## config.mk

```make
export PLATFORM = sky130hd
export DESIGN_NAME = id_ex_hazard_reg_flat
export DESIGN_NICKNAME = d
export VERILOG_FILES = /design/src/rtl/id_ex_hazard_reg_pkg.sv /design/src/rtl/id_ex_hazard_reg_if.sv /design/src/rtl/id_ex_hazard_reg_load_use_detect.sv /design/src/rtl/id_ex_hazard_reg.sv /design/src/flat_wrapper.sv
export SDC_FILE = /design/constraint.sdc
export NUM_CORES = 1
export LEC_CHECK = 0
export BUFFER_PORTS_ARGS = -buffer_cell sky130_fd_sc_hd__buf_2
export CORE_AREA = 2 2 137 86
export DETAILED_ROUTE_END_ITERATION = 10
export DIE_AREA = 0 0 139 88
export GPL_TIMING_DRIVEN = 0
export PLACE_DENSITY_LB_ADDON = 0.08
export SLEW_MARGIN = 20
export SYNTH_ARGS = -nofsm -noshare
export SYNTH_HDL_FRONTEND = slang
export SYNTH_SLANG_ARGS = --single-unit
```

## constraint.sdc

```tcl
create_clock -name clk -period 1.7 [get_ports clk]
set_input_delay 0.34 -clock clk [delete_from_list [all_inputs] [get_ports clk]]
set_output_delay 0.34 -clock clk [all_outputs]
set_load 0.005 [all_outputs]
```

## src/rtl/id_ex_hazard_reg_pkg.sv

```systemverilog
// Shared pipeline definitions for the ID/EX stage: default widths,
// ALUOp class encodings and the packed control bundle carried ID -> EX.
package id_ex_hazard_reg_pkg;

  localparam int unsigned DATA_W_DEF = 32;
  localparam int unsigned REG_AW_DEF = 5;

  typedef enum logic [1:0] {
    ALUOP_ADD    = 2'b00,  // address calc / load / store
    ALUOP_BRANCH = 2'b01,  // subtract for branch compare
    ALUOP_FUNCT  = 2'b10   // R-type, decoded from funct
  } alu_op_e;

  typedef struct packed {
    logic       reg_write;
    logic       mem_read;
    logic       mem_write;
    logic       mem_to_reg;
    logic       alu_src;
    logic       reg_dst;
    logic [1:0] alu_op;
  } ctrl_t;

  // A bubble carries no side effects: no register write, no memory access.
  localparam ctrl_t CTRL_BUBBLE = '0;

endpackage

```

## src/rtl/id_ex_hazard_reg_if.sv

```systemverilog
// ID/EX stage bus: ID-side fields and Flush in, EX-side fields and Stall out.
// master = pipeline driving ID and consuming EX; slave = the ID/EX register.
interface id_ex_hazard_reg_if #(
  parameter int unsigned DATA_W = 32,
  parameter int unsigned REG_AW = 5
);
  logic              ID_Valid;
  logic [REG_AW-1:0] ID_RS, ID_RT, ID_RD;
  logic              ID_UsesRT;
  logic [DATA_W-1:0] ID_ReadData1, ID_ReadData2, ID_Imm;
  logic              ID_RegWrite, ID_MemRead, ID_MemWrite, ID_MemToReg, ID_ALUSrc, ID_RegDst;
  logic [1:0]        ID_ALUOp;
  logic              Flush;

  logic              EX_Valid;
  logic [REG_AW-1:0] EX_RS, EX_RT, EX_RD;
  logic [DATA_W-1:0] EX_ReadData1, EX_ReadData2, EX_Imm;
  logic              EX_RegWrite, EX_MemRead, EX_MemWrite, EX_MemToReg, EX_ALUSrc, EX_RegDst;
  logic [1:0]        EX_ALUOp;
  logic              Stall;

  modport master (
    output ID_Valid, ID_RS, ID_RT, ID_RD, ID_UsesRT, ID_ReadData1, ID_ReadData2, ID_Imm,
           ID_RegWrite, ID_MemRead, ID_MemWrite, ID_MemToReg, ID_ALUSrc, ID_RegDst, ID_ALUOp,
           Flush,
    input  EX_Valid, EX_RS, EX_RT, EX_RD, EX_ReadData1, EX_ReadData2, EX_Imm,
           EX_RegWrite, EX_MemRead, EX_MemWrite, EX_MemToReg, EX_ALUSrc, EX_RegDst, EX_ALUOp,
           Stall
  );

  modport slave (
    input  ID_Valid, ID_RS, ID_RT, ID_RD, ID_UsesRT, ID_ReadData1, ID_ReadData2, ID_Imm,
           ID_RegWrite, ID_MemRead, ID_MemWrite, ID_MemToReg, ID_ALUSrc, ID_RegDst, ID_ALUOp,
           Flush,
    output EX_Valid, EX_RS, EX_RT, EX_RD, EX_ReadData1, EX_ReadData2, EX_Imm,
           EX_RegWrite, EX_MemRead, EX_MemWrite, EX_MemToReg, EX_ALUSrc, EX_RegDst, EX_ALUOp,
           Stall
  );
endinterface

```

## src/rtl/id_ex_hazard_reg_load_use_detect.sv

```systemverilog
// Load-use hazard: a valid load in EX whose destination (RT, never $0)
// is a source of the valid instruction in ID.
module load_use_detect #(
  parameter int unsigned REG_AW = 5
) (
  input  logic              ex_valid,
  input  logic              ex_mem_read,
  input  logic [REG_AW-1:0] ex_rt,
  input  logic              id_valid,
  input  logic [REG_AW-1:0] id_rs,
  input  logic [REG_AW-1:0] id_rt,
  input  logic              id_uses_rt,
  output logic              hazard
);

  logic rs_match, rt_match;

  // Source match against the load destination; RT only counts when read.
  always_comb begin
    rs_match = (ex_rt == id_rs);
    rt_match = id_uses_rt && (ex_rt == id_rt);
    hazard   = ex_valid && ex_mem_read && id_valid && (ex_rt != '0) && (rs_match || rt_match);
  end

endmodule

```

## src/rtl/id_ex_hazard_reg.sv

```systemverilog
// ID/EX pipeline register with load-use stall and branch flush.
// Optional build macro IDEX_PERF_CNT_EN adds saturating StallCount/FlushCount.
module id_ex_hazard_reg
  import id_ex_hazard_reg_pkg::*;
#(
  parameter int unsigned DATA_W = DATA_W_DEF,
  parameter int unsigned REG_AW = REG_AW_DEF
) (
  input  logic               clk,
  input  logic               rst_n,
  id_ex_hazard_reg_if.slave  pif
`ifdef IDEX_PERF_CNT_EN
  ,
  output logic [31:0]        StallCount,
  output logic [31:0]        FlushCount
`endif
);

  logic              hazard;
  ctrl_t             id_ctrl, ex_ctrl;
  logic              ex_valid;
  logic [REG_AW-1:0] ex_rs, ex_rt, ex_rd;
  logic [DATA_W-1:0] ex_rd1, ex_rd2, ex_imm;

  assign id_ctrl = '{reg_write:  pif.ID_RegWrite,
                     mem_read:   pif.ID_MemRead,
                     mem_write:  pif.ID_MemWrite,
                     mem_to_reg: pif.ID_MemToReg,
                     alu_src:    pif.ID_ALUSrc,
                     reg_dst:    pif.ID_RegDst,
                     alu_op:     pif.ID_ALUOp};

  load_use_detect #(.REG_AW(REG_AW)) u_load_use_detect (
    .ex_valid    (ex_valid),
    .ex_mem_read (ex_ctrl.mem_read),
    .ex_rt       (ex_rt),
    .id_valid    (pif.ID_Valid),
    .id_rs       (pif.ID_RS),
    .id_rt       (pif.ID_RT),
    .id_uses_rt  (pif.ID_UsesRT),
    .hazard      (hazard)
  );

  // Stage register: flush beats hazard, both load an all-zero bubble.
  always_ff @(posedge clk or negedge rst_n) begin
    if (!rst_n) begin
      ex_valid <= 1'b0;
      ex_rs    <= '0;
      ex_rt    <= '0;
      ex_rd    <= '0;
      ex_rd1   <= '0;
      ex_rd2   <= '0;
      ex_imm   <= '0;
      ex_ctrl  <= CTRL_BUBBLE;
    end else if (pif.Flush || hazard) begin
      ex_valid <= 1'b0;
      ex_rs    <= '0;
      ex_rt    <= '0;
      ex_rd    <= '0;
      ex_rd1   <= '0;
      ex_rd2   <= '0;
      ex_imm   <= '0;
      ex_ctrl  <= CTRL_BUBBLE;
    end else begin
      ex_valid <= pif.ID_Valid;
      ex_rs    <= pif.ID_RS;
      ex_rt    <= pif.ID_RT;
      ex_rd    <= pif.ID_RD;
      ex_rd1   <= pif.ID_ReadData1;
      ex_rd2   <= pif.ID_ReadData2;
      ex_imm   <= pif.ID_Imm;
      ex_ctrl  <= id_ctrl;
    end
  end

  assign pif.EX_Valid     = ex_valid;
  assign pif.EX_RS        = ex_rs;
  assign pif.EX_RT        = ex_rt;
  assign pif.EX_RD        = ex_rd;
  assign pif.EX_ReadData1 = ex_rd1;
  assign pif.EX_ReadData2 = ex_rd2;
  assign pif.EX_Imm       = ex_imm;
  assign pif.EX_RegWrite  = ex_ctrl.reg_write;
  assign pif.EX_MemRead   = ex_ctrl.mem_read;
  assign pif.EX_MemWrite  = ex_ctrl.mem_write;
  assign pif.EX_MemToReg  = ex_ctrl.mem_to_reg;
  assign pif.EX_ALUSrc    = ex_ctrl.alu_src;
  assign pif.EX_RegDst    = ex_ctrl.reg_dst;
  assign pif.EX_ALUOp     = ex_ctrl.alu_op;

  // A taken branch squashes the ID instruction, so no stall is needed then.
  assign pif.Stall = hazard && !pif.Flush;

`ifdef IDEX_PERF_CNT_EN
  // Saturating event counters for stall cycles and squashed valid slots.
  always_ff @(posedge clk or negedge rst_n) begin
    if (!rst_n) begin
      StallCount <= '0;
      FlushCount <= '0;
    end else begin
      if (pif.Stall && (StallCount != '1)) StallCount <= StallCount + 32'd1;
      if (pif.Flush && pif.ID_Valid && (FlushCount != '1)) FlushCount <= FlushCount + 32'd1;
    end
  end
`endif

endmodule

```

## src/flat_wrapper.sv

```systemverilog
// flat-port wrapper written by rule: the top's interface ports become plain ports
module id_ex_hazard_reg_flat import id_ex_hazard_reg_pkg::*;
#(
  parameter int unsigned DATA_W = DATA_W_DEF,
  parameter int unsigned REG_AW = REG_AW_DEF
)
  (clk, rst_n, pif_ID_Valid, pif_ID_RS, pif_ID_RT, pif_ID_RD, pif_ID_UsesRT, pif_ID_ReadData1, pif_ID_ReadData2, pif_ID_Imm, pif_ID_RegWrite, pif_ID_MemRead, pif_ID_MemWrite, pif_ID_MemToReg, pif_ID_ALUSrc, pif_ID_RegDst, pif_ID_ALUOp, pif_Flush, pif_EX_Valid, pif_EX_RS, pif_EX_RT, pif_EX_RD, pif_EX_ReadData1, pif_EX_ReadData2, pif_EX_Imm, pif_EX_RegWrite, pif_EX_MemRead, pif_EX_MemWrite, pif_EX_MemToReg, pif_EX_ALUSrc, pif_EX_RegDst, pif_EX_ALUOp, pif_Stall);
  id_ex_hazard_reg_if #(.DATA_W(DATA_W), .REG_AW(REG_AW)) pif_i ();
  input  logic clk;
  input  logic rst_n;
  input wire logic [$bits(pif_i.ID_Valid)-1:0] pif_ID_Valid;
  input wire logic [$bits(pif_i.ID_RS)-1:0] pif_ID_RS;
  input wire logic [$bits(pif_i.ID_RT)-1:0] pif_ID_RT;
  input wire logic [$bits(pif_i.ID_RD)-1:0] pif_ID_RD;
  input wire logic [$bits(pif_i.ID_UsesRT)-1:0] pif_ID_UsesRT;
  input wire logic [$bits(pif_i.ID_ReadData1)-1:0] pif_ID_ReadData1;
  input wire logic [$bits(pif_i.ID_ReadData2)-1:0] pif_ID_ReadData2;
  input wire logic [$bits(pif_i.ID_Imm)-1:0] pif_ID_Imm;
  input wire logic [$bits(pif_i.ID_RegWrite)-1:0] pif_ID_RegWrite;
  input wire logic [$bits(pif_i.ID_MemRead)-1:0] pif_ID_MemRead;
  input wire logic [$bits(pif_i.ID_MemWrite)-1:0] pif_ID_MemWrite;
  input wire logic [$bits(pif_i.ID_MemToReg)-1:0] pif_ID_MemToReg;
  input wire logic [$bits(pif_i.ID_ALUSrc)-1:0] pif_ID_ALUSrc;
  input wire logic [$bits(pif_i.ID_RegDst)-1:0] pif_ID_RegDst;
  input wire logic [$bits(pif_i.ID_ALUOp)-1:0] pif_ID_ALUOp;
  input wire logic [$bits(pif_i.Flush)-1:0] pif_Flush;
  output wire logic [$bits(pif_i.EX_Valid)-1:0] pif_EX_Valid;
  output wire logic [$bits(pif_i.EX_RS)-1:0] pif_EX_RS;
  output wire logic [$bits(pif_i.EX_RT)-1:0] pif_EX_RT;
  output wire logic [$bits(pif_i.EX_RD)-1:0] pif_EX_RD;
  output wire logic [$bits(pif_i.EX_ReadData1)-1:0] pif_EX_ReadData1;
  output wire logic [$bits(pif_i.EX_ReadData2)-1:0] pif_EX_ReadData2;
  output wire logic [$bits(pif_i.EX_Imm)-1:0] pif_EX_Imm;
  output wire logic [$bits(pif_i.EX_RegWrite)-1:0] pif_EX_RegWrite;
  output wire logic [$bits(pif_i.EX_MemRead)-1:0] pif_EX_MemRead;
  output wire logic [$bits(pif_i.EX_MemWrite)-1:0] pif_EX_MemWrite;
  output wire logic [$bits(pif_i.EX_MemToReg)-1:0] pif_EX_MemToReg;
  output wire logic [$bits(pif_i.EX_ALUSrc)-1:0] pif_EX_ALUSrc;
  output wire logic [$bits(pif_i.EX_RegDst)-1:0] pif_EX_RegDst;
  output wire logic [$bits(pif_i.EX_ALUOp)-1:0] pif_EX_ALUOp;
  output wire logic [$bits(pif_i.Stall)-1:0] pif_Stall;
  assign pif_i.ID_Valid = pif_ID_Valid;
  assign pif_i.ID_RS = pif_ID_RS;
  assign pif_i.ID_RT = pif_ID_RT;
  assign pif_i.ID_RD = pif_ID_RD;
  assign pif_i.ID_UsesRT = pif_ID_UsesRT;
  assign pif_i.ID_ReadData1 = pif_ID_ReadData1;
  assign pif_i.ID_ReadData2 = pif_ID_ReadData2;
  assign pif_i.ID_Imm = pif_ID_Imm;
  assign pif_i.ID_RegWrite = pif_ID_RegWrite;
  assign pif_i.ID_MemRead = pif_ID_MemRead;
  assign pif_i.ID_MemWrite = pif_ID_MemWrite;
  assign pif_i.ID_MemToReg = pif_ID_MemToReg;
  assign pif_i.ID_ALUSrc = pif_ID_ALUSrc;
  assign pif_i.ID_RegDst = pif_ID_RegDst;
  assign pif_i.ID_ALUOp = pif_ID_ALUOp;
  assign pif_i.Flush = pif_Flush;
  assign pif_EX_Valid = pif_i.EX_Valid;
  assign pif_EX_RS = pif_i.EX_RS;
  assign pif_EX_RT = pif_i.EX_RT;
  assign pif_EX_RD = pif_i.EX_RD;
  assign pif_EX_ReadData1 = pif_i.EX_ReadData1;
  assign pif_EX_ReadData2 = pif_i.EX_ReadData2;
  assign pif_EX_Imm = pif_i.EX_Imm;
  assign pif_EX_RegWrite = pif_i.EX_RegWrite;
  assign pif_EX_MemRead = pif_i.EX_MemRead;
  assign pif_EX_MemWrite = pif_i.EX_MemWrite;
  assign pif_EX_MemToReg = pif_i.EX_MemToReg;
  assign pif_EX_ALUSrc = pif_i.EX_ALUSrc;
  assign pif_EX_RegDst = pif_i.EX_RegDst;
  assign pif_EX_ALUOp = pif_i.EX_ALUOp;
  assign pif_Stall = pif_i.Stall;
  id_ex_hazard_reg #(.DATA_W(DATA_W), .REG_AW(REG_AW)) u_core (.clk(clk), .rst_n(rst_n), .pif(pif_i));
endmodule
```

==> metrics.yaml, run 1 <==
detailed_routing:
  wire_per_inst_um: 15.6
  via_count: 3954
  drtIter0Drc: 177
  vias_per_cell: 4.70
  drc: 0
  ant_nets: 0
  wl_um: 13200
  firstDrtPassIters: 4
logic_synthesis:
  yosys.area.top_type: "dfrtp_1"
  ys_types: 15
  synth_area_leaders: "dfrtp_1 (62%), nand2b_1 (16%), a21oi_1 (9.5%)"
  yosys_warnings: 0
  synthCells: 419
  ys_ff_latch: 120
  seq_area_frac_synth: 0.624
  syn-cell-area_sq_mm: 0.00481
  synth_top_area_frac: 0.624
  synth.avg_cell_area_sq_um: 11.5
  syn_nets: 543
finish:
  layout-drive-gt1-share: 0.489
  area.growth.synth_to_final_pct: 44.5
  final_nets: 809
  n_antenna_cell: 0
  layout_common_cells: "buf_2 (253), nand2b_1 (120), dfrtp_1 (116)"
  layout_commonest_cell: "buf_2"
timing:
  finalCritPeriodShare: 1.24
  slew_viol_final: 0
  timing.hold.ws_ns: 0.150
  worst-slew-pin-transition_ns: 0.607
  finClkSkew_ns: 0.0109
  worst_slack_ns: -0.400
  fmax_mhz: 476
  maxSlewHeadroom: 0.595
  layout_min_cycle_time_ns: 2.10
  final-hold-violation-count: 0
  rsz0062_at_grt: "true"
  setup_viol: 50
critical_path:
  rr_worst_depth: 7
  crit_arrival_ns: 1.76
  crit_start: "u_core.pif.EX_RT[1]$_DFF_PN0_"
  worstPathRequired_ns: 1.36
  rrSetupSlack_ns: -0.05
  startpoint_type: "flip-flop"
  r2r-end: "u_core.pif.EX_Imm[3]$_DFF_PN0_"
  crit_fanout: 4
  worst-setup-path-type: "flip-flop to output port"
  worst_setup_path_end_kind: "output port"
  r2r_start: "u_core.pif.EX_RT[1]$_DFF_PN0_"
grt:
  grtUsageTotal: 0.219
  grt_pass1_wl_um: 20500
  grt_max_degree: 75
  first_global_vias: 3994
  grt_overflow_total: 0
  antenna_found_initial: 1
clock_tree:
  tritoncts: "built"
  cts-htree-levels: 4
  path_clk_slew_ns: 0.06
  insertion_delay_ns: 0.41
  numCtsBuffers: 17
  cts_sinks: 120
  clk_path_buf_depth: 2
  cts_root_buffer: "clkbuf_16"
run_status:
  status: "finished, violations left"
  failed_checks: "setup timing"
pwr:
  ir_drop_mv: 0.764
  power_w: 0.00747
  leakagePower_nw: 3.66
  power_density_mw_per_mm2: 1070
worst_hold_path:
  hold_path_class: "input pin to flip-flop"
  hold_path_end: "u_core.pif.EX_RD[4]$_DFF_PN0_"
  min_from: "pif_ID_RD[4]"
  min_path_cells: 3
flow_run:
  maxCapViolCount: 0
die:
  start_util: 0.439
  rows: 30
  ios: 245
  die_w_um: 139
  core-area_sq_mm: 0.0110
  die-area_sq_mm: 0.0122
  die_h_um: 88
placement:
  pre_cts_ws_ns: -0.147
  numPortBuffers: 243
  post-dp-hpwl_um: 9430
  routabilityCongestion: 0.794
-- cells by family (layout without fill, tap and decap cells) --
logic type | after synthesis | count (layout) | synth area share
flops | 120 | 120 | 0.624
simple gates | 128 | 128 | 0.165
xor+xnor | 10 | 10 | 0.0182
compound gates | 122 | 122 | 0.152
buf+inv | 39 | 318 | 0.0416
-- report_power, final --
group	switching, W	internal (W)	total (W)
sequential	0.0000484	0.00300	0.00305
clock	0.00128	0.00237	0.00365
combinational	0.000386	0.000379	0.000765
-- repair_timing --
action                                  4_1_cts  5_1_grt
hold buffers                                  1        0
setup buffers                                 3        0
pin swaps                                     5        4
resized for setup                             8       11
endpoints found under the hold margin        46        0
endpoints found under the setup margin       15      101
-- critical path, stage by stage (launching register included) --
cell	delay, ns
dfrtp_2	0.46
xnor2_2	0.18
nand4_1	0.13
o22ai_2	0.20
buf_6	0.13
and3b_1	0.14
buf_2	0.11
-- per-layer routing --
layer / wire length, um / GRT usage / vias to the layer above
li1: - / - / 1901
met1: 5420 / 0.265 / 1868
met2: 6170 / 0.349 / 159
met3: 1360 / 0.108 / 24
met4: 204 / 0.0744 / 2
met5: 11 / 0 / -
-- synthesized netlist by cell type --
library cell / n
nor3_1: 1
dfrtp_1: 120
a21oi_1: 91
nand3_1: 2
nand2_1: 2
and3b_1: 1
buf_4: 10
a21oi_2: 30
xnor2_1: 10
clkbuf_1: 16
buf_2: 13
nand4_1: 1
nor2_1: 1
nand2b_1: 120
o22ai_2: 1
-- area by class of cell --
cell class | count | area [sq um]
well taps | 144 | 180
clock inverters | 12 | 150
multi-input cells | 260 | 1650
plain buffers | 38 | 228
clock buffers | 20 | 457
flip-flops and latches | 120 | 3010
repair buffers | 248 | 1280
fillers | 955 | 4010
-- through the flow --
stage / instance area (sq um) / cells / util / setup TNS, ns
2_1_floorplan: 4810 / 419 / - / 0
3_3_place_gp: 6210 / 806 / 0.567 / -143.26
3_5_place_dp: 6240 / 807 / 0.570 / -0.147
4_1_cts: 6910 / 843 / 0.630 / -0.387
5_1_grt: 6950 / 842 / 0.634 / -6.00
6_report: 6950 / 842 / 0.634 / -1.31
-- how the worst max path moves through the flow --
stage / endpoint / slack [ns] / cells past startpoint
after CTS: pif_Stall / -0.39 / 6
after floorplan: pif_Stall / 0.16 / 5
after global placement: u_core.pif.EX_ReadData2[11]$_DFF_PN0_ / -1.20 / 1
after detailed placement: pif_Stall / -0.15 / 4
final: pif_Stall / -0.40 / 6
after global routing: pif_Stall / -0.45 / 6
-- state kept, by name, indices dropped and copies added, names as in the netlist, 2 cells and up --
register / flops
u_core.pif.EX_RD: 5
u_core.pif.EX_ReadData2: 32
u_core.pif.EX_RS: 5
u_core.pif.EX_ReadData1: 32
u_core.pif.EX_Imm: 32
u_core.pif.EX_RT: 5
u_core.pif.EX_ALUOp: 2
Power figures use the tool's default switching activity.
==> run 2: changes to the inputs <==
--- a/config.mk
+++ b/config.mk
@@ -10,6 +10,7 @@
 export DETAILED_ROUTE_END_ITERATION = 10
 export DIE_AREA = 0 0 139 88
 export GPL_TIMING_DRIVEN = 0
+export MAX_ROUTING_LAYER = met4
 export PLACE_DENSITY_LB_ADDON = 0.08
 export SLEW_MARGIN = 20
 export SYNTH_ARGS = -nofsm -noshare
==> run 2 against run 1 <==
Net effect:
- the flow still finishes with violations (setup timing)
- critical path depth is the same
- cell count grew 0.12%
- largest cell class unchanged
- highest routed layer is now met4
- power grew 0.12%
- final area is essentially flat
- combinational power is essentially flat
- global-route usage grew 0.82 points
- wire length is essentially flat
- clock skew is essentially flat
- sequential cell count is the same
- non-clock buffer count is the same
==> metrics.yaml, run 2 (same netlist as run 1, synthesis figures left out) <==
clock_tree:
  clk_path_buf_depth: 2  # unchanged
  tritoncts: "built"
  numCtsBuffers: 17  # unchanged
  cts_sinks: 120  # unchanged
  cts-htree-levels: 4  # unchanged
  cts_root_buffer: "clkbuf_16"
  path_clk_slew_ns: 0.06  # about the same
  insertion_delay_ns: 0.41  # about the same
timing:
  fmax_mhz: 475  # -0.14%
  maxSlewHeadroom: 0.591  # -0.00382
  rsz0062_at_grt: "true"
  layout_min_cycle_time_ns: 2.10  # +0.00303 ns
  setup_viol: 51  # +2.0%
  finClkSkew_ns: 0.0111  # +0.000187 ns
  finalCritPeriodShare: 1.24  # +0.00178
  worst-slew-pin-transition_ns: 0.613  # +0.00573 ns
  final-hold-violation-count: 0  # unchanged
  slew_viol_final: 0  # unchanged
  timing.hold.ws_ns: 0.147  # -0.00334 ns
  fin_setup_tns_ns: -1.47  # -0.165 ns
  worst_slack_ns: -0.403  # -0.00303 ns
critical_path:
  worst_setup_path_end_kind: "output port"
  worst-setup-path-type: "flip-flop to output port"
  startpoint_type: "flip-flop"
  crit_arrival_ns: 1.76  # about the same
  crit_fanout: 4  # unchanged
  worstPathRequired_ns: 1.36  # about the same
placement:
  post-dp-hpwl_um: 9430  # unchanged
  routabilityCongestion: 0.805  # +1.4%
  pre_cts_ws_ns: -0.147  # unchanged
  numPortBuffers: 243  # unchanged
  placedInstanceArea_sq_mm: 0.00624  # unchanged
grt:
  antenna_found_initial: 1  # unchanged
  grt_pass1_wl_um: 20500  # unchanged
  grt_overflow_total: 0  # unchanged
  grt_max_degree: 75  # unchanged
  grtUsageTotal: 0.228  # +0.00818
  first_global_vias: 3997  # +0.075%
detailed_routing:
  ant_nets: 0  # unchanged
  wl_um: 13200  # about the same
  vias_per_cell: 4.70  # about the same
  firstDrtPassIters: 4  # unchanged
  via_count: 3958  # +0.10%
  drtIter0Drc: 176  # -0.56%
  drc: 0  # unchanged
  wire_per_inst_um: 15.6  # -0.13%
die:
  start_util: 0.439  # unchanged
  rows: 30  # unchanged
  die_w_um: 139  # unchanged
  die-area_sq_mm: 0.0122  # unchanged
  core-area_sq_mm: 0.0110  # unchanged
  die_h_um: 88  # unchanged
  ios: 245  # unchanged
run_status:
  status: "finished, violations left"
  failed_checks: "setup timing"
finish:
  finish.instance_area_sq_mm: 0.00696  # about the same
  final_nets: 809  # unchanged
  area.growth.synth_to_final_pct: 44.5  # about the same
  layout_commonest_cell: "buf_2"
  layout_common_cells: "buf_2 (253), nand2b_1 (120), dfrtp_1 (116)"
  layout-drive-gt1-share: 0.489  # unchanged
pwr:
  combPwrFrac: 0.102  # about the same
  seq_power_share: 0.408  # about the same
  power_w: 0.00747  # +0.12%
  ir_drop_mv: 0.772  # +1.0%
  p_sw_w: 0.00172  # +0.56%
  leakagePower_nw: 3.66  # unchanged
  power_density_mw_per_mm2: 1070  # about the same
  switching_share: 0.230  # +0.00100
  internal_power_w: 0.00575  # about the same
  p_clk_frac: 0.489  # about the same
worst_hold_path:
  hold_path_class: "input pin to flip-flop"
flow_run:
  maxCapViolCount: 0  # unchanged
run 2: power by group through the flow:
stage / clock (W) / combinational (W) / sequential, W
after global placement: 0 / 0.000727 / 0.00309
after global routing: 0.00386 / 0.000853 / 0.00306
final: 0.00366 / 0.000764 / 0.00305
after floorplan: 0 / 0.000293 / 0.00312
after CTS: 0.00372 / 0.000765 / 0.00305
after detailed placement: 0 / 0.000750 / 0.00310
run 2: area by class of cell:
type / count / area, sq um
plain buffers: 38 / 228
fillers: 956 / 4000
repair buffers: 248 / 1280
clock buffers: 20 / 457
diodes: 1 / 2.50
multi-input cells: 260 / 1650
well taps: 144 / 180
flip-flops and latches: 120 / 3010
clock inverters: 12 / 150
run 2: worst max-delay path: stages (launching register included):
cell	delay (ns)
dfrtp_2	0.46
xnor2_2	0.18
nand4_1	0.14
o22ai_2	0.20
buf_6	0.13
and3b_1	0.14
buf_2	0.11
run 2: what timing repair did:
action	CTS	global route
hold buffers	1	0
setup buffers	3	0
pin swaps	5	4
endpoints found under the hold margin	46	0
resized for setup	8	11
setup endpoints to repair	15	101
run 2: per-layer routing:
layer / share of wire / global-route usage / vias up
li1: - / - / 1904
met5: 0 / - / -
met2: 0.47 / 0.350 / 159
met4: 0.014 / 0.0661 / 0
met1: 0.42 / 0.272 / 1876
met3: 0.094 / 0.106 / 19
run 2: metrics by stage:
step,std cells,utilization
after floorplan,419,-
after global placement,806,0.567
after detailed placement,807,0.570
after CTS,843,0.630
after global routing,843,0.635
final,843,0.635
run 2: path summary, 6_finish.rpt:
check / cells after the start / slack [ns] / end / startpoint
min in group asynchronous: 2 / 0.43 / u_core.pif.EX_ReadData2[31]$_DFF_PN0_ / rst_n
worst max register to register: 7 / -0.05 / u_core.pif.EX_Imm[3]$_DFF_PN0_ / u_core.pif.EX_RT[1]$_DFF_PN0_
worst min register to register: 4 / 0.97 / u_core.pif.EX_ReadData1[0]$_DFF_PN0_ / u_core.pif.EX_Valid$_DFF_PN0_
max in group asynchronous: 3 / 0.55 / u_core.pif.EX_ReadData2[8]$_DFF_PN0_ / rst_n
worst max-delay path: 6 / -0.40 / pif_Stall / u_core.pif.EX_RT[1]$_DFF_PN0_
worst min-delay path: 3 / 0.15 / u_core.pif.EX_RD[4]$_DFF_PN0_ / pif_ID_RD[4]
==> run 3: changes to the inputs <==
--- a/config.mk
+++ b/config.mk
@@ -5,10 +5,13 @@
 export SDC_FILE = /design/constraint.sdc
 export NUM_CORES = 1
 export LEC_CHECK = 0
+export ABC_AREA = 1
 export BUFFER_PORTS_ARGS = -buffer_cell sky130_fd_sc_hd__buf_2
-export CORE_AREA = 2 2 137 86
+export CELL_PAD_IN_SITES_DETAIL_PLACEMENT = 1
+export CELL_PAD_IN_SITES_GLOBAL_PLACEMENT = 1
+export CORE_AREA = 2 2 154 96
 export DETAILED_ROUTE_END_ITERATION = 10
-export DIE_AREA = 0 0 139 88
+export DIE_AREA = 0 0 156 98
 export GPL_TIMING_DRIVEN = 0
 export MAX_ROUTING_LAYER = met4
 export PLACE_DENSITY_LB_ADDON = 0.08
==> run 3 against run 2 <==
Net effect:
- the run still ends with setup timing left
- cell count grew 5.0%
- sequential share of layout area grew 3.7 points
- critical endpoint unchanged
- clock skew grew 0.00074 ns
- clock power grew 4%
- synthesized area shrank 12%
- first-iteration DRC count shrank 31%
- power is essentially flat
- clock-buffer cell count shrank 1
- worst hold slack lost 0.012 ns
- register-to-register slack gained 0.19 ns
==> metrics.yaml, run 3 <==
run_status:
  status: "finished, violations left"
  failed_checks: "setup timing"
logic_synthesis:
  syn-cell-area_sq_mm: 0.00423  # -12%
  synth_top_area_frac: 0.709  # +0.0854
  ys_types: 10  # -5
  synth.avg_cell_area_sq_um: 10.0  # -13%
  synth_common_cells: "nor2_1 (128), inv_1 (123), dfrtp_1 (120)"
  synthCells: 422  # +0.72%
  synth_area_leaders: "dfrtp_1 (71%), nor2_1 (11%), inv_1 (11%)"
  yosys_warnings: 0  # unchanged
  async_flop_share: 1.00  # unchanged
  synth.most_common_cell: "nor2_1"
  yosys.area.top_type: "dfrtp_1"
  syn_nets: 546  # +0.55%
  synthFlopType: "dfrtp_1"
  synth-edff-count: 0  # unchanged
  ys_ff_latch: 120  # unchanged
  seq_area_frac_synth: 0.709  # +0.0854
finish:
  fillCellCount: 1671  # +75%
  finish.instance_area_sq_mm: 0.00640  # -8.0%
  multiInputGateArea_sq_um: 628  # -62%
  area.growth.synth_to_final_pct: 51.2
  final_nets: 814  # +0.62%
  layout-drive-gt1-share: 0.430  # -0.0590
  layout_common_cells: "buf_2 (245), nor2_1 (126), inv_1 (122)"
  regArea_sq_mm: 0.00301  # about the same
  layout_commonest_cell: "buf_2"
clock_tree:
  tritoncts: "built"
  clk_path_buf_depth: 2  # unchanged
  insertion_delay_ns: 0.41  # about the same
  cts-htree-levels: 4  # unchanged
  path_clk_slew_ns: 0.06  # about the same
  cts_sinks: 120  # unchanged
  cts_root_buffer: "clkbuf_16"
  numCtsBuffers: 17  # unchanged
timing:
  worst_slack_ns: -0.188  # +0.215 ns
  rsz0062_at_grt: "true"
  setup_viol: 1  # -98%
  finalCritPeriodShare: 1.11  # -0.127
  fmax_mhz: 530  # +11%
  worst-slew-pin-transition_ns: 0.574  # -0.0387 ns
  slew_viol_final: 0  # unchanged
  finClkSkew_ns: 0.0119  # +0.000743 ns
  maxSlewHeadroom: 0.617  # +0.0258
  final-hold-violation-count: 0  # unchanged
  layout_min_cycle_time_ns: 1.89  # -0.215 ns
  fin_setup_tns_ns: -0.188  # +1.28 ns
critical_path:
  crit_fanout: 4  # unchanged
  crit_arrival_ns: 1.55  # -0.21 ns
  worst-setup-path-type: "flip-flop to output port"
  worst_setup_path_end_kind: "output port"
  worstPathRequired_ns: 1.36  # about the same
  startpoint_type: "flip-flop"
grt:
  grt_pass1_wl_um: 19100  # -7.2%
  grt_overflow_total: 0  # unchanged
  grtUsageTotal: 0.170  # -0.0577
  grt_max_degree: 63  # -16%
  antenna_found_initial: 2  # +1
  first_global_vias: 3826  # -4.3%
flow_run:
  maxCapViolCount: 0  # unchanged
die:
  core-area_sq_mm: 0.0140  # +28%
  die_w_um: 156  # +12%
  die-area_sq_mm: 0.0153  # +25%
  ios: 245  # unchanged
  rows: 34  # +13%
  start_util: 0.303  # -0.137
  die_h_um: 98  # +11%
pwr:
  power_density_mw_per_mm2: 1170  # +8.7%
  ir_drop_mv: 0.605  # -22%
  leakagePower_nw: 4.02  # +9.9%
  power_w: 0.00748  # about the same
detailed_routing:
  wl_um: 12000  # -9.0%
  ant_nets: 0  # unchanged
  firstDrtPassIters: 4  # unchanged
  wire_per_inst_um: 13.5  # -13%
  drtIter0Drc: 122  # -31%
  drc: 0  # unchanged
  vias_per_cell: 3.96  # -16%
  via_count: 3505  # -11%
placement:
  numPortBuffers: 244  # +0.41%
  routabilityCongestion: 0.734  # -8.9%
  placedInstanceArea_sq_mm: 0.00571  # -8.5%
  post-dp-hpwl_um: 8960  # -5.0%
worst_hold_path:
  hold_path_class: "input pin to flip-flop"
[run 3: cell types whose count changed in the layout (fill, tap and decap cells not counted), moves of 6 or more]
cell and delta:
buf_6 +6, a21oi_1 -90, nand2_1 +26, nand2b_1 -120, clkbuf_1 -15, inv_1 +122
a21oi_2 -31, buf_2 -8, nor2_1 +125
[run 3: cell type report]
type                            count  share of cell area
Antenna cell                        2            0.000782
Clock buffer                       19              0.0676
Inverter                          127              0.0745
Timing Repair Buffer              249               0.201
Clock inverter                     13              0.0307
Tap cell                          180              0.0352
Multi-Input combinational cell    162              0.0981
Buffer                             13              0.0223
Sequential cell                   120               0.470
[run 3: report_power, final]
part / total (W) / switching, W / internal [W]
sequential: 0.00305 / 0.0000455 / 0.00300
clock: 0.00379 / 0.00132 / 0.00247
combinational: 0.000642 / 0.000337 / 0.000305
[run 3: metrics by stage]
step                setup WS (ns)   util  std cells  hold slack [ns]
finish                     -0.188  0.457        885            0.135
global route               -0.317  0.457        885            0.125
CTS                        -0.233  0.455        882            0.115
detailed placement         0.0505  0.408        847            0.365
global placement            -1.26  0.406        846            0.550
floorplan                   0.374      -        422           0.0444
[run 3: timing repair]
action,4_1_cts,5_1_grt
setup buffers,2,1
gates cloned,0,0
hold buffers,1,0
endpoints found under the setup margin,1,103
hold endpoints to repair,58,0
gates resized for setup,3,6
[run 3: cell families (layout without fill, tap and decap cells)]
kind of cell	Yosys count	after routing	share of synthesized area
DFF	120	120	0.709
xor gates and xnor gates	1	1	0.00207
other	0	2	0
and+or+nand+nor	161	161	0.145
buffers and inverters	140	421	0.144
[run 3: critical path: stages, from the launching register on]
cell,delay (ns)
dfrtp_1,0.42
inv_2,0.06
nand2_1,0.05
nand2_1,0.06
nor2_1,0.10
nand3_1,0.09
nand2_1,0.09
nand2_2,0.06
nor2_2,0.09
buf_2,0.13
[run 3: worst paths after layout]
check                      slack, ns                          start  cells past startpoint                              endpoint
max                            -0.19  u_core.pif.EX_RT[1]$_DFF_PN0_                      9                             pif_Stall
min                             0.14            pif_ID_ReadData1[8]                      3  u_core.pif.EX_ReadData1[8]$_DFF_PN0_
max reg2reg                     0.14  u_core.pif.EX_RT[1]$_DFF_PN0_                     11        u_core.pif.EX_Imm[4]$_DFF_PN0_
min reg2reg                     1.06  u_core.pif.EX_Valid$_DFF_PN0_                      6         u_core.pif.EX_Valid$_DFF_PN0_
max in group asynchronous       0.51                          rst_n                      3       u_core.pif.EX_Imm[18]$_DFF_PN0_
min in group asynchronous       0.49                          rst_n                      2  u_core.pif.EX_ReadData2[5]$_DFF_PN0_
[run 3: per-layer routing]
metal,vias to the layer above,part of all wire,track usage
met2,141,0.46,0.260
met4,0,0.015,0.0677
met5,-,0,-
met3,16,0.086,0.0648
li1,1695,-,-
met1,1653,0.44,0.204
